File: src/rtl/mm_pkg.sv
// Shared definitions for the matrix-multiply B-loader: FSM states and
// bank geometry helpers.
package mm_pkg;

  typedef enum logic [1:0] {
    ST_IDLE = 2'd0,
    ST_LOAD = 2'd1,
    ST_DONE = 2'd2
  } state_e;

  function automatic int unsigned calc_depth(input int unsigned m, input int unsigned n);
    return (m * m) / n;
  endfunction

  // Address width never collapses to zero, even for a single-word bank.
  function automatic int unsigned calc_addr_w(input int unsigned m, input int unsigned n);
    int unsigned d;
    d = calc_depth(m, n);
    return (d > 1) ? $clog2(d) : 1;
  endfunction

endpackage

File: src/rtl/mem_write_b.sv
// Streams a row-major M x M B matrix into N interleaved BRAM banks:
// element k lands in bank k mod N at address k div N.
module mem_write_b
  import mm_pkg::*;
#(
  parameter  int unsigned D_W    = 8,
  parameter  int unsigned N      = 3,
  parameter  int unsigned M      = 6,
  localparam int unsigned DEPTH  = calc_depth(M, N),
  localparam int unsigned ADDR_W = calc_addr_w(M, N)
) (
  input  logic              clk,
  input  logic              rst,
  input  logic              start,
  input  logic [D_W-1:0]    in_data,
  input  logic              in_valid,
  output logic              in_ready,
  output logic [ADDR_W-1:0] wr_addr_bram [N-1:0],
  output logic [D_W-1:0]    wr_data_bram [N-1:0],
  output logic [N-1:0]      wr_en_bram,
  output logic              busy,
  output logic              done
);

  localparam int unsigned       BANK_W    = (N > 1) ? $clog2(N) : 1;
  localparam logic [BANK_W-1:0] LAST_BANK = BANK_W'(N - 1);
  localparam logic [ADDR_W-1:0] LAST_ADDR = ADDR_W'(DEPTH - 1);

  state_e              state_q, state_d;
  logic [BANK_W-1:0]   bank_q, bank_d;
  logic [ADDR_W-1:0]   addr_q, addr_d;
  logic                in_ready_q;
  logic                busy_q;
  logic                done_q;
  logic                xfer;

  assign xfer = in_valid & in_ready_q;

  // Next-state and counter update
  always_comb begin
    state_d = state_q;
    bank_d  = bank_q;
    addr_d  = addr_q;
    unique case (state_q)
      ST_IDLE: begin
        if (start) begin
          state_d = ST_LOAD;
          bank_d  = '0;
          addr_d  = '0;
        end
      end
      ST_LOAD: begin
        if (xfer) begin
          if (bank_q == LAST_BANK) begin
            bank_d = '0;
            addr_d = addr_q + ADDR_W'(1);
            if (addr_q == LAST_ADDR) begin
              state_d = ST_DONE;
            end
          end else begin
            bank_d = bank_q + BANK_W'(1);
          end
        end
      end
      ST_DONE: state_d = ST_IDLE;
      default: state_d = ST_IDLE;
    endcase
  end

  // State, counters and status flags; flags are registered from the next state
  always_ff @(posedge clk) begin
    if (rst) begin
      state_q    <= ST_IDLE;
      bank_q     <= '0;
      addr_q     <= '0;
      in_ready_q <= 1'b0;
      busy_q     <= 1'b0;
      done_q     <= 1'b0;
    end else begin
      state_q    <= state_d;
      bank_q     <= bank_d;
      addr_q     <= addr_d;
      in_ready_q <= (state_d == ST_LOAD);
      busy_q     <= (state_d == ST_LOAD);
      done_q     <= (state_d == ST_DONE);
    end
  end

  // Per-bank write port registers; addr/data hold between writes
  for (genvar g = 0; g < N; g++) begin : g_bank
    logic              en_q;
    logic [ADDR_W-1:0] a_q;
    logic [D_W-1:0]    d_q;
    logic              hit;

    assign hit = xfer && (bank_q == BANK_W'(g));

    always_ff @(posedge clk) begin
      if (rst) begin
        en_q <= 1'b0;
        a_q  <= '0;
        d_q  <= '0;
      end else begin
        en_q <= hit;
        if (hit) begin
          a_q <= addr_q;
          d_q <= in_data;
        end
      end
    end

    assign wr_en_bram[g]   = en_q;
    assign wr_addr_bram[g] = a_q;
    assign wr_data_bram[g] = d_q;
  end

  assign in_ready = in_ready_q;
  assign busy     = busy_q;
  assign done     = done_q;

endmodule

File: config.mk
export PLATFORM = sky130hd
export DESIGN_NAME = mem_write_b
export DESIGN_NICKNAME = d
export VERILOG_FILES = /design/src/rtl/mm_pkg.sv /design/src/rtl/mem_write_b.sv
export SDC_FILE = /design/constraint.sdc
export NUM_CORES = 1
export LEC_CHECK = 0
export CAP_MARGIN = 20
export CORE_MARGIN = 2
export CORE_UTILIZATION = 46
export DETAILED_ROUTE_END_ITERATION = 8
export PLACE_DENSITY = 0.85
export SLEW_MARGIN = 0
export SYNTH_ARGS = -nofsm -noshare
export SYNTH_HDL_FRONTEND = slang
export SYNTH_SLANG_ARGS = --single-unit
File: constraint.sdc
create_clock -name clk -period 1.4 [get_ports clk]
set_input_delay 0.14 -clock clk [delete_from_list [all_inputs] [get_ports clk]]
set_output_delay 0.14 -clock clk [all_outputs]
set_load 0.05 [all_outputs]
# == Word-level counts from Yosys, hierarchy flattened ==
# Index checks and enable logic that the tools add are counted.
# totals
ff_bits,49
inputBits,12
output_inout_bits,42
elab_cells,47
# classes
add_sub_neg,2
n_eq_ne,9
n_mux,13
bitwise,1
n_reduce_logical,8
# ops
operator,n
two-way mux 2 bit,7
two-way mux 4 bit,3
one-hot mux 2 bit (2 select lines),2
one-hot mux 4 bit (2 select lines),1
"== test 2 x 1 -> 1 bit, second input constant",3
"!= test 2 bit, second input constant",3
"adder 4 x 1 -> 4 bit, second input constant",1
"== test 2 bit, second input constant",2
"== test 4 bit, second input constant",1
zero test 2 bit,2
AND reduction 4 bit,1
logical AND 1 bit,3
AND reduction 3 bit,1
"adder 2 x 1 -> 2 bit, second input constant",1
nonzero test 2 bit,1
AND 1 bit,1

# == Longest topological paths before layout ==
# Gate-level depths: netlist of the first run.
# logic_depth
depth_word,6
mapped_depth,5
depth_no_buf,4

# == Worst setup path after synthesis of the first run ==
# No wires, ideal clock.
# synth_path
kind,reg2reg
from,reg busy (netlist name)
to,reg g_bank[2].a_q[2]
setup_ps,70
arrival_time_ps,1461
required_time_ps,1330
slack_ps,-132
stages_incl_launch_ff,6
path_buffers,2
synth_period_minus_slack_ps,1532
cell_sequence,dfxtp_1 > and4b_1 > buf_4 > buf_4 > nand2_1 > a21oi_1
# synth_lines
item,line_no,rtl
end signal: assignment,mem_write_b.sv:106,a_q <= addr_q;
end: declaration,mem_write_b.sv:92,logic [ADDR_W-1:0] a_q;

==> metrics.cfg, run 1 <==
[status]
status = completed

[min_path]
min_path_type = in -> reg
min-delay-start = in_data[1]
min_to = g_bank[1].d_q[1]
hold_depth = 3

[drt]
wl_per_cell_microns = 13.93
drc_errors = 0
drt_iter0_markers = 169
vias = 1743
finalWirelength_microns = 4651
post_drt_via_cell_ratio = 5.219
dr.pass1.iters = 6
ant_nets = 0

[global_routing]
grt_start_max_net_pins = 20
grt_pass1_wl_microns = 7341
grt_antenna_before_repair = 0
grt_pass1_vias = 1650
grt-ovfl-total = 0
grtUsageTotal_pct = 21.38

[clock_tree]
clk_path_buf_depth = 2
root_buffer = clkbuf_8
numClockSinks = 49
cts_tree = yes
clk_latency_ps = 300
cts_buffers = 5
path_clk_slew_ps = 90
htree_levels = 2

[power_and_ir_drop]
p_int_w = 0.002046
ir_drop_mv = 0.5168
p_switching_w = 0.0006433
p_sw_share_pct = 23.92
p_clk_share_pct = 37.9
p_per_area_nw_per_um2 = 1031
p_seq_share_pct = 53.1
combPwrFrac_pct = 9.0
power.leakage_nw = 1.023
power.total_w = 0.002689

[floorplanning]
start_util_pct = 47.16
rows = 23
die_area_sq_um = 4598
boundaryPins = 54
core-area_sq_um = 3971
die_h_microns = 67.81
die_w_microns = 67.81

[synthesis]
ys_ff_latch = 49
synth_area_leaders = dfxtp_1 52%, nand2_1 14%, a21oi_1 10%, buf_4 2.4%, nand3_1 1.6%
ys_types = 34
synthesis.area_sq_um = 1873
yosysWarningCount = 0
synth-edff-count = 0
synth_nets = 236
ys.flop_type = dfxtp_1
synth_top_area_share_pct = 52.37
syn_avg_cell_area_sq_um = 8.399
yosysSeqAreaShare_pct = 52.37
yosysTopAreaCell = dfxtp_1
synthCells = 223
async_reset_ff_share_pct = 0

[worst_setup_path]
reg2reg_to = g_bank[2].a_q[0]
end_kind = flop
r2r_start = busy
crit_type = reg -> reg
cp_cell_sequence = and4b_1 -> buf_4 -> nand2_1 -> a21oi_1
r2r_slack_ps = 80
cp_data_required_time_ps = 1640
critPathMaxStageDelay_ps = 490
cp.arrival_ps = 1560
worstSetupStartpointType = flop
critPathSlowestCell = dfxtp_2
crit_fanout = 11
r2r_cells = 4

[sta]
max_freq_mhz = 757.0
relSlewSlack_pct = 78.36
finalCritPeriodShare_pct = 94.36
setup_viol = 0
worst_pin_slew_ps = 324.2
period_minus_slack_ps = 1321
hold_viol = 0
slew_viol_final = 0
grt_setup_unrepaired = false
skew_ps = 5.359

[final_layout]
multiInputGateArea_sq_um = 769.5
stdcell_area_sq_um = 2608
nets = 296
seqCellArea_sq_um = 983.4
diodes = 0
syn_to_final_growth_pct = 39.21
num-fill-cells = 324
layout-drive-gt1-share_pct = 25.70

[place]
gp_congestion = 0.7816
placed_area_sq_um = 2494
dp_hpwl_microns = 3263
io_buffers = 53

[run]
maxCapViolCount = 0

==> worst max-delay path, delay by kind of cell (launching register included) <==
family,cells,cell delay (ps)
and+or+nand+nor,2,420
AOI/OAI and AO/OA,1,140
DFF,1,490
buffers and inverters,1,210
==> registers in the layout, indices dropped and copies added (netlist names) <==
signal / flops
g_bank.d_q: 24
g_bank.a_q: 12
addr_q: 4
g_bank.en_q: 3
bank_q: 2
state_q: 2
busy: 1
done: 1
==> metal layers <==
metal / global-route usage [%] / share of wire, % / up-vias
met3: 5.099 / 5.9 / 8
li1: - / - / 861
met4: 8.250 / 1.7 / 0
met2: 36.76 / 50 / 56
met1: 25.83 / 42 / 818
met5: 0 / 0 / -
==> area by class of cell <==
| cell class | instances | share of cell area [%] |
|---|---|---|
| tap | 50 | 2.399 |
| sequential | 49 | 37.72 |
| clock inverter | 3 | 1.679 |
| multi-input combinational | 151 | 29.51 |
| clock buffer | 5 | 2.639 |
| timing repair buffer | 71 | 25.34 |
| inverter | 5 | 0.7198 |
==> metrics by stage <==
step	utilization (%)	cells	setup slack [ps]	setup TNS [ps]	hold WS, ps
final	65.66	334	78.91	0	454.7
after global routing	65.66	334	0.8644	0	464.6
after CTS	65.63	334	79.73	0	450.0
after detailed placement	62.79	326	-64.25	-1067	447.9
after global placement	62.79	326	-6.718	-8.809	442.4
after floorplan	-	223	114.7	0	276.0
==> worst max path at each step <==
stage	startpoint	to	slack [ps]	cells after the start
floorplan	busy	g_bank[2].a_q[2]	110	5
finish	busy	g_bank[2].a_q[0]	80	4
global route	busy	g_bank[2].a_q[0]	0.9	4
detailed placement	in_valid	g_bank[1].a_q[2]	-60	6
CTS	busy	g_bank[2].a_q[0]	80	4
global placement	in_valid	g_bank[2].a_q[2]	-7	5
==> kinds of logic (layout without fill, tap and decap cells) <==
logic type	after synthesis	in the layout	synth area share, %
AO/OA/AOI/OAI	52	52	15.57
adder cells (fa/ha/maj)	1	1	0.6679
buffers and inverters	23	84	6.546
flip-flops	49	49	52.37
AND/OR/NAND/NOR	98	98	24.85
==> synthesized netlist by cell type (2+ instances only) <==
library cell  number
buf_4              6
inv_1              5
dfxtp_1           49
nand3_1            6
nor2_1             4
and4b_1            2
clkbuf_1           4
buf_1              2
o32ai_1            2
nand2b_1           2
nor4_1             2
nand2_1           72
buf_2              5
a21oi_1           38
a41oi_1            2
o21ai_0            3
nor2b_1            2
==> power by group through the flow <==
stage / logic, W / clock network [W] / registers, W
final: 0.000243 / 0.00102 / 0.00143
after global routing: 0.000258 / 0.00109 / 0.00143
after CTS: 0.000241 / 0.00103 / 0.00143
after detailed placement: 0.000240 / 0 / 0.00146
after global placement: 0.000238 / 0 / 0.00146
after floorplan: 0.0000901 / 0 / 0.00150
==> placed cells by master (no fill, tap or decap), types with 2 or more instances in the layout <==
cell,n
nand2_1,72
buf_4,52
dfxtp_1,47
a21oi_1,38
clkdlybuf4s50_1,11
buf_12,8
nand3_1,6
inv_1,5
clkbuf_8,5
nor2_1,4
o21ai_0,3
and4b_1,2
nor4_1,2
nand2b_1,2
o32ai_1,2
nor2b_1,2
a41oi_1,2
dfxtp_2,2
==> repair_timing <==
action,CTS,global route
setup endpoints to repair,0,1
resized for setup,0,1
hold buffers,0,0
buffers inserted,0,0
hold endpoints to repair,0,0
No activity file was read; power rests on OpenSTA's default activity.
==> inputs of run 2 (changes only) <==
- ABC_AREA: not set -> 1
==> run 2 against run 1 <==
Against the previous run: clock skew barely moved; sequential power is 3% higher; via count shrank 4.5%; synthesized cell count up 3.6%; critical path type unchanged.
==> metrics.cfg, run 2 <==
[status]
status = completed

[final_layout]
final_cell_mix = 60 x nor2_1, 48 x dfxtp_1, 45 x buf_4
top_regs = g_bank.d_q (24), g_bank.a_q (12), addr_q (4)
largest_register = g_bank.d_q
final_common_cell = nor2_1
syn_to_final_growth_pct = 30.31
largest_reg_flops = 24
num-fill-cells = 348
nets = 297
diodes = 0
final_util_pct = 63.80
stdcell_area_sq_um = 2389
layout-drive-gt1-share_pct = 23.51

[worst_setup_path]
critPathSlowestCell = dfxtp_1
crit_fanout = 4
cp.arrival_ps = 1450
critPathMaxStageDelay_ps = 390
cp_cell_sequence = ha_1 -> inv_1 -> nand2_1 -> nand2_1 -> nor2_1 -> nand3_1 -> a21oi_1
crit_type = reg -> reg
cp_data_required_time_ps = 1650
critPathMostFrequentCell = nand2_1
end_kind = flop
worstSetupStartpointType = flop

[synthesis]
synth_compound_area_share_pct = 14.74
synthMuxAreaShare_pct = 0
synthAdderAreaFrac_pct = 0.6826
synth_area_leaders = dfxtp_1 54%, nor2_1 12%, o21ai_0 9.6%, nand2_1 4.1%, a21oi_1 3.8%
synthCells = 231
synth_simple_gate_area_share_pct = 22.12
yosys-top-cells-count = 60 x nor2_1, 49 x dfxtp_1, 35 x o21ai_0, 20 x nand2_1, 14 x a21oi_1
synth_top_family_by_area = simple AND/OR/NAND/NOR gates
yosysSeqAreaShare_pct = 53.52
ys_ff_latch = 49
synth_xor_area_share_pct = 0
ys_types = 24
syn_avg_cell_area_sq_um = 7.935
synth_nets = 244
async_reset_ff_share_pct = 0
synthesis.area_sq_um = 1833
yosysMostFrequentCell = nor2_1
yosysWarningCount = 0
synth_top_area_share_pct = 53.52
yosysTopAreaCell = dfxtp_1
synth-edff-count = 0
ys.flop_type = dfxtp_1

[drt]
drt_iter0_markers = 107
wl_per_cell_microns = 12.56
vias = 1665
drc_errors = 0
ant_nets = 0
dr.pass1.iters = 4
post_drt_via_cell_ratio = 5.000
finalWirelength_microns = 4183

[clock_tree]
path_clk_slew_ps = 90
ctsResizeCount = 0
cts_tree = yes
clk_path_buf_depth = 2
clk_latency_ps = 310
htree_levels = 2
cts_buffers = 5
root_buffer = clkbuf_8
cts_hold_buf = 0
cts_setup_buffers = 0
numClockSinks = 49

[sta]
setup_viol = 0
hold_viol = 0
skew_ps = 4.942
slew_viol_final = 0
worst_pin_slew_ps = 254.8
period_minus_slack_ps = 1204
max_freq_mhz = 830.5
setup_tns_ps = 0
finalCritPeriodShare_pct = 86.00
relSlewSlack_pct = 82.84
layout_setup_ws_ps = 195.9
grt_setup_unrepaired = false

[floorplanning]
die_w_microns = 67.13
die_area_sq_um = 4506
boundaryPins = 54
die_h_microns = 67.13
start_util_pct = 48.96
rows = 22
core-area_sq_um = 3744

[place]
io_buffers = 53
placed_area_sq_um = 2295
place_ws_ps = -29.44
gp_congestion = 0.8139
dp_hpwl_microns = 3027

[global_routing]
grtUsageTotal_pct = 19.65
grt_pass1_wl_microns = 6541
grt_pass1_vias = 1425
grt_start_max_net_pins = 38
grt-ovfl-total = 0
grt_antenna_before_repair = 0

[power_and_ir_drop]
ir_drop_mv = 0.7363
p_per_area_nw_per_um2 = 1178
power.total_w = 0.002814
power.leakage_nw = 1.042

[min_path]
min_path_type = reg -> reg

[run]
maxCapViolCount = 0

==> run 2: cell types whose count changed in the layout (fill, tap and decap cells not counted), moves of 3 or more <==
cell | previous run | this run
a21oi_1 | 38 | 14
buf_12 | 8 | 2
buf_4 | 52 | 45
inv_1 | 5 | 13
inv_2 | 0 | 3
nand2_1 | 72 | 20
nand2_2 | 0 | 3
nand4_1 | 0 | 3
nor2_1 | 4 | 60
nor2_2 | 0 | 3
o21ai_0 | 3 | 35
==> run 2: metrics by stage <==
| step | std cells | hold WS (ps) |
|---|---|---|
| 2_1_floorplan | 231 | 218.5 |
| 3_3_place_gp | 325 | 462.7 |
| 3_5_place_dp | 325 | 466.3 |
| 4_1_cts | 333 | 479.2 |
| 5_1_grt | 333 | 500.6 |
| 6_report | 333 | 480.6 |
==> run 2: worst max-delay path, delay by kind of cell, from the launching register on <==
family / cells / cell delay, ps
adder cells (fa/ha/maj): 1 / 240
flip-flops: 1 / 390
buffers and inverters: 1 / 60
AO/OA/AOI/OAI: 1 / 140
AND/OR/NAND/NOR: 4 / 310
==> run 2: worst paths after layout <==
check                           slack, ps          endpoint        startpoint  depth (start not counted)
worst max-delay path                  200         addr_q[2]         addr_q[1]                          7
worst min-delay path                  480  g_bank[2].a_q[3]  g_bank[2].a_q[3]                          2
worst max register to register        200         addr_q[2]         addr_q[1]                          7
worst min register to register        480  g_bank[2].a_q[3]  g_bank[2].a_q[3]                          2
==> run 2: layout make-up <==
cell class | count | area (sq um) | area share, %
Timing Repair Buffer | 58 | 488.0 | 20.43
Sequential cell | 49 | 982.2 | 41.12
Clock buffer | 5 | 68.82 | 2.881
Clock inverter | 3 | 25.02 | 1.048
Multi-Input combinational cell | 151 | 688.2 | 28.81
Inverter | 19 | 76.32 | 3.195
Tap cell | 48 | 60.06 | 2.514
==> run 2: cells by family (layout without fill, tap and decap cells) <==
group,count (synthesis),count (layout)
buffers and inverters,31,85
AOI/OAI and AO/OA,53,53
DFF,49,49
adders and majority gates,1,1
and+or+nand+nor,97,97
==> run 2: metal layers <==
metal | track usage [%] | vias up | wire length, microns
met5 | 0 | - | 0
met4 | 10.20 | 0 | 84
met3 | 4.392 | 8 | 264
met2 | 31.81 | 51 | 1998
met1 | 24.37 | 761 | 1835
li1 | - | 845 | -
==> run 2: power breakdown <==
group	switching [W]	internal (W)	total, W
Clock	0.000508	0.000364	0.000872
Sequential	0.0000367	0.00145	0.00148
Combinational	0.000308	0.000150	0.000458
Total	0.000853	0.00196	0.00281
==> inputs of run 3 (changes only) <==
- HOLD_SLACK_MARGIN: not set -> 0.1
- PLACE_DENSITY: 0.85 -> not set
- PLACE_DENSITY_LB_ADDON: not set -> 0.3
==> run 3 against run 2 <==
Against the previous run: non-clock buffer count increased by 1; core utilization increased by 0.23 points; critical path depth unchanged; worst setup slack improved by 5.8 ps; critical endpoint is now g_bank[2].d_q[1].
==> metrics.cfg, run 3 (same netlist as run 2, synthesis figures left out) <==
[status]
status = completed

[clock_tree]
path_clk_slew_ps = 80
cts_tree = yes
clk_path_buf_depth = 2
cts_setup_buffers = 0
clk_latency_ps = 300
cts_hold_buf = 0
ctsResizeCount = 0
cts_buffers = 5
root_buffer = clkbuf_8
numClockSinks = 49
htree_levels = 2

[worst_setup_path]
crit_type = reg -> reg
r2r_start = bank_q[1]
cp.arrival_ps = 1440
crit_fanout = 8
worstSetupStartpointType = flop
r2r_slack_ps = 200
reg2reg_to = g_bank[2].d_q[1]
r2r_cells = 7
startpoint = bank_q[1]
cp_data_required_time_ps = 1640
end_kind = flop

[sta]
grt_setup_unrepaired = false
hold_ws_ps = 465.9
relSlewSlack_pct = 82.51
layout_setup_ws_ps = 201.7
hold_viol = 0
period_minus_slack_ps = 1198
max_freq_mhz = 834.5
slew_viol_final = 0
finalCritPeriodShare_pct = 85.59
setup_tns_ps = 0
worst_pin_slew_ps = 259.6
setup_viol = 0
skew_ps = 3.088

[drt]
finalWirelength_microns = 4023
post_drt_via_cell_ratio = 4.880
vias = 1630
drc_errors = 0
wl_per_cell_microns = 12.04
ant_nets = 0
dr.pass1.iters = 4
drt_iter0_markers = 108

[final_layout]
syn_to_final_growth_pct = 30.79
top_regs = g_bank.d_q (24), g_bank.a_q (12), addr_q (4)
final_cell_mix = 60 x nor2_1, 48 x dfxtp_1, 45 x buf_4
stdcell_count = 334
layout-drive-gt1-share_pct = 23.43
nets = 298
final_common_cell = nor2_1
largest_reg_flops = 24
final_util_pct = 64.04
largest_register = g_bank.d_q
diodes = 0

[global_routing]
use_met1_pct = 24.95
grtUsageTotal_pct = 19.43
grt_pass1_wl_microns = 6423
grt-ovfl-total = 0
grt_start_max_net_pins = 38
met2_usage_pct = 29.33
busiest_layer = met2
grt_antenna_before_repair = 0
grt_pass1_vias = 1412
use_met3_pct = 7.095

[place]
dp_hpwl_microns = 2907
place_inst = 326
place_ws_ps = 5.076
io_buffers = 53
gp_congestion = 0.8259

[floorplanning]
die_h_microns = 67.13
boundaryPins = 54
die_w_microns = 67.13
rows = 22
core-area_sq_um = 3744
die_area_sq_um = 4506
start_util_pct = 48.96

[min_path]
hold_depth = 2
min_to = g_bank[2].a_q[3]
min_path_type = reg -> reg
min-delay-start = g_bank[2].a_q[3]

[power_and_ir_drop]
power.leakage_nw = 1.053
p_per_area_nw_per_um2 = 1142
ir_drop_mv = 0.7250

[run]
maxCapViolCount = 0

-- run 3: per-layer routing --
| metal | routed length [microns] | vias up | part of all wire, % |
|---|---|---|---|
| li1 | - | 850 | - |
| met1 | 1901 | 732 | 47 |
| met2 | 1817 | 44 | 45 |
| met3 | 266 | 4 | 6.6 |
| met4 | 37 | 0 | 0.92 |
| met5 | 0 | - | 0 |
-- run 3: final cells by class --
type	instances	area, sq um
Clock buffer	6	72.57
Clock inverter	2	10.01
Fill cell	356	1346
Inverter	19	76.32
Multi-Input combinational cell	151	688.2
Sequential cell	49	982.2
Tap cell	48	60.06
Timing Repair Buffer	59	508.0
-- run 3: report_power, final --
part | internal (W) | total (W) | leakage [nW] | switching, W
combinational | 0.000153 | 0.000459 | 0.610 | 0.000306
clock | 0.000347 | 0.000796 | 0.0450 | 0.000449
sequential | 0.00145 | 0.00148 | 0.398 | 0.0000363
total | 0.00195 | 0.00274 | 1.05 | 0.000792
-- run 3: critical path, cell delays in order (launching register included) --
cell     delay, ps
dfxtp_1        410
inv_1           70
nor2_2         100
nand2_2        120
inv_2          160
buf_12         140
nor2_1          40
nor2_1          90
-- run 3: worst max-delay path by stage --
stage | end | depth (start not counted) | slack (ps)
after floorplan | g_bank[2].d_q[0] | 6 | 150
after global placement | g_bank[1].a_q[1] | 8 | 20
after detailed placement | g_bank[1].a_q[0] | 8 | 5
after CTS | g_bank[2].d_q[1] | 7 | 220
after global routing | g_bank[0].a_q[1] | 5 | 80
final | g_bank[2].d_q[1] | 7 | 200
-- run 3: metrics by stage --
step                      instance area [sq um]  total power (W)
after global routing                       2397         0.002874
after CTS                                  2397         0.002768
after global placement                     2315         0.001972
after detailed placement                   2315         0.001975
final                                      2397         0.002739
after floorplan                            1834         0.001823
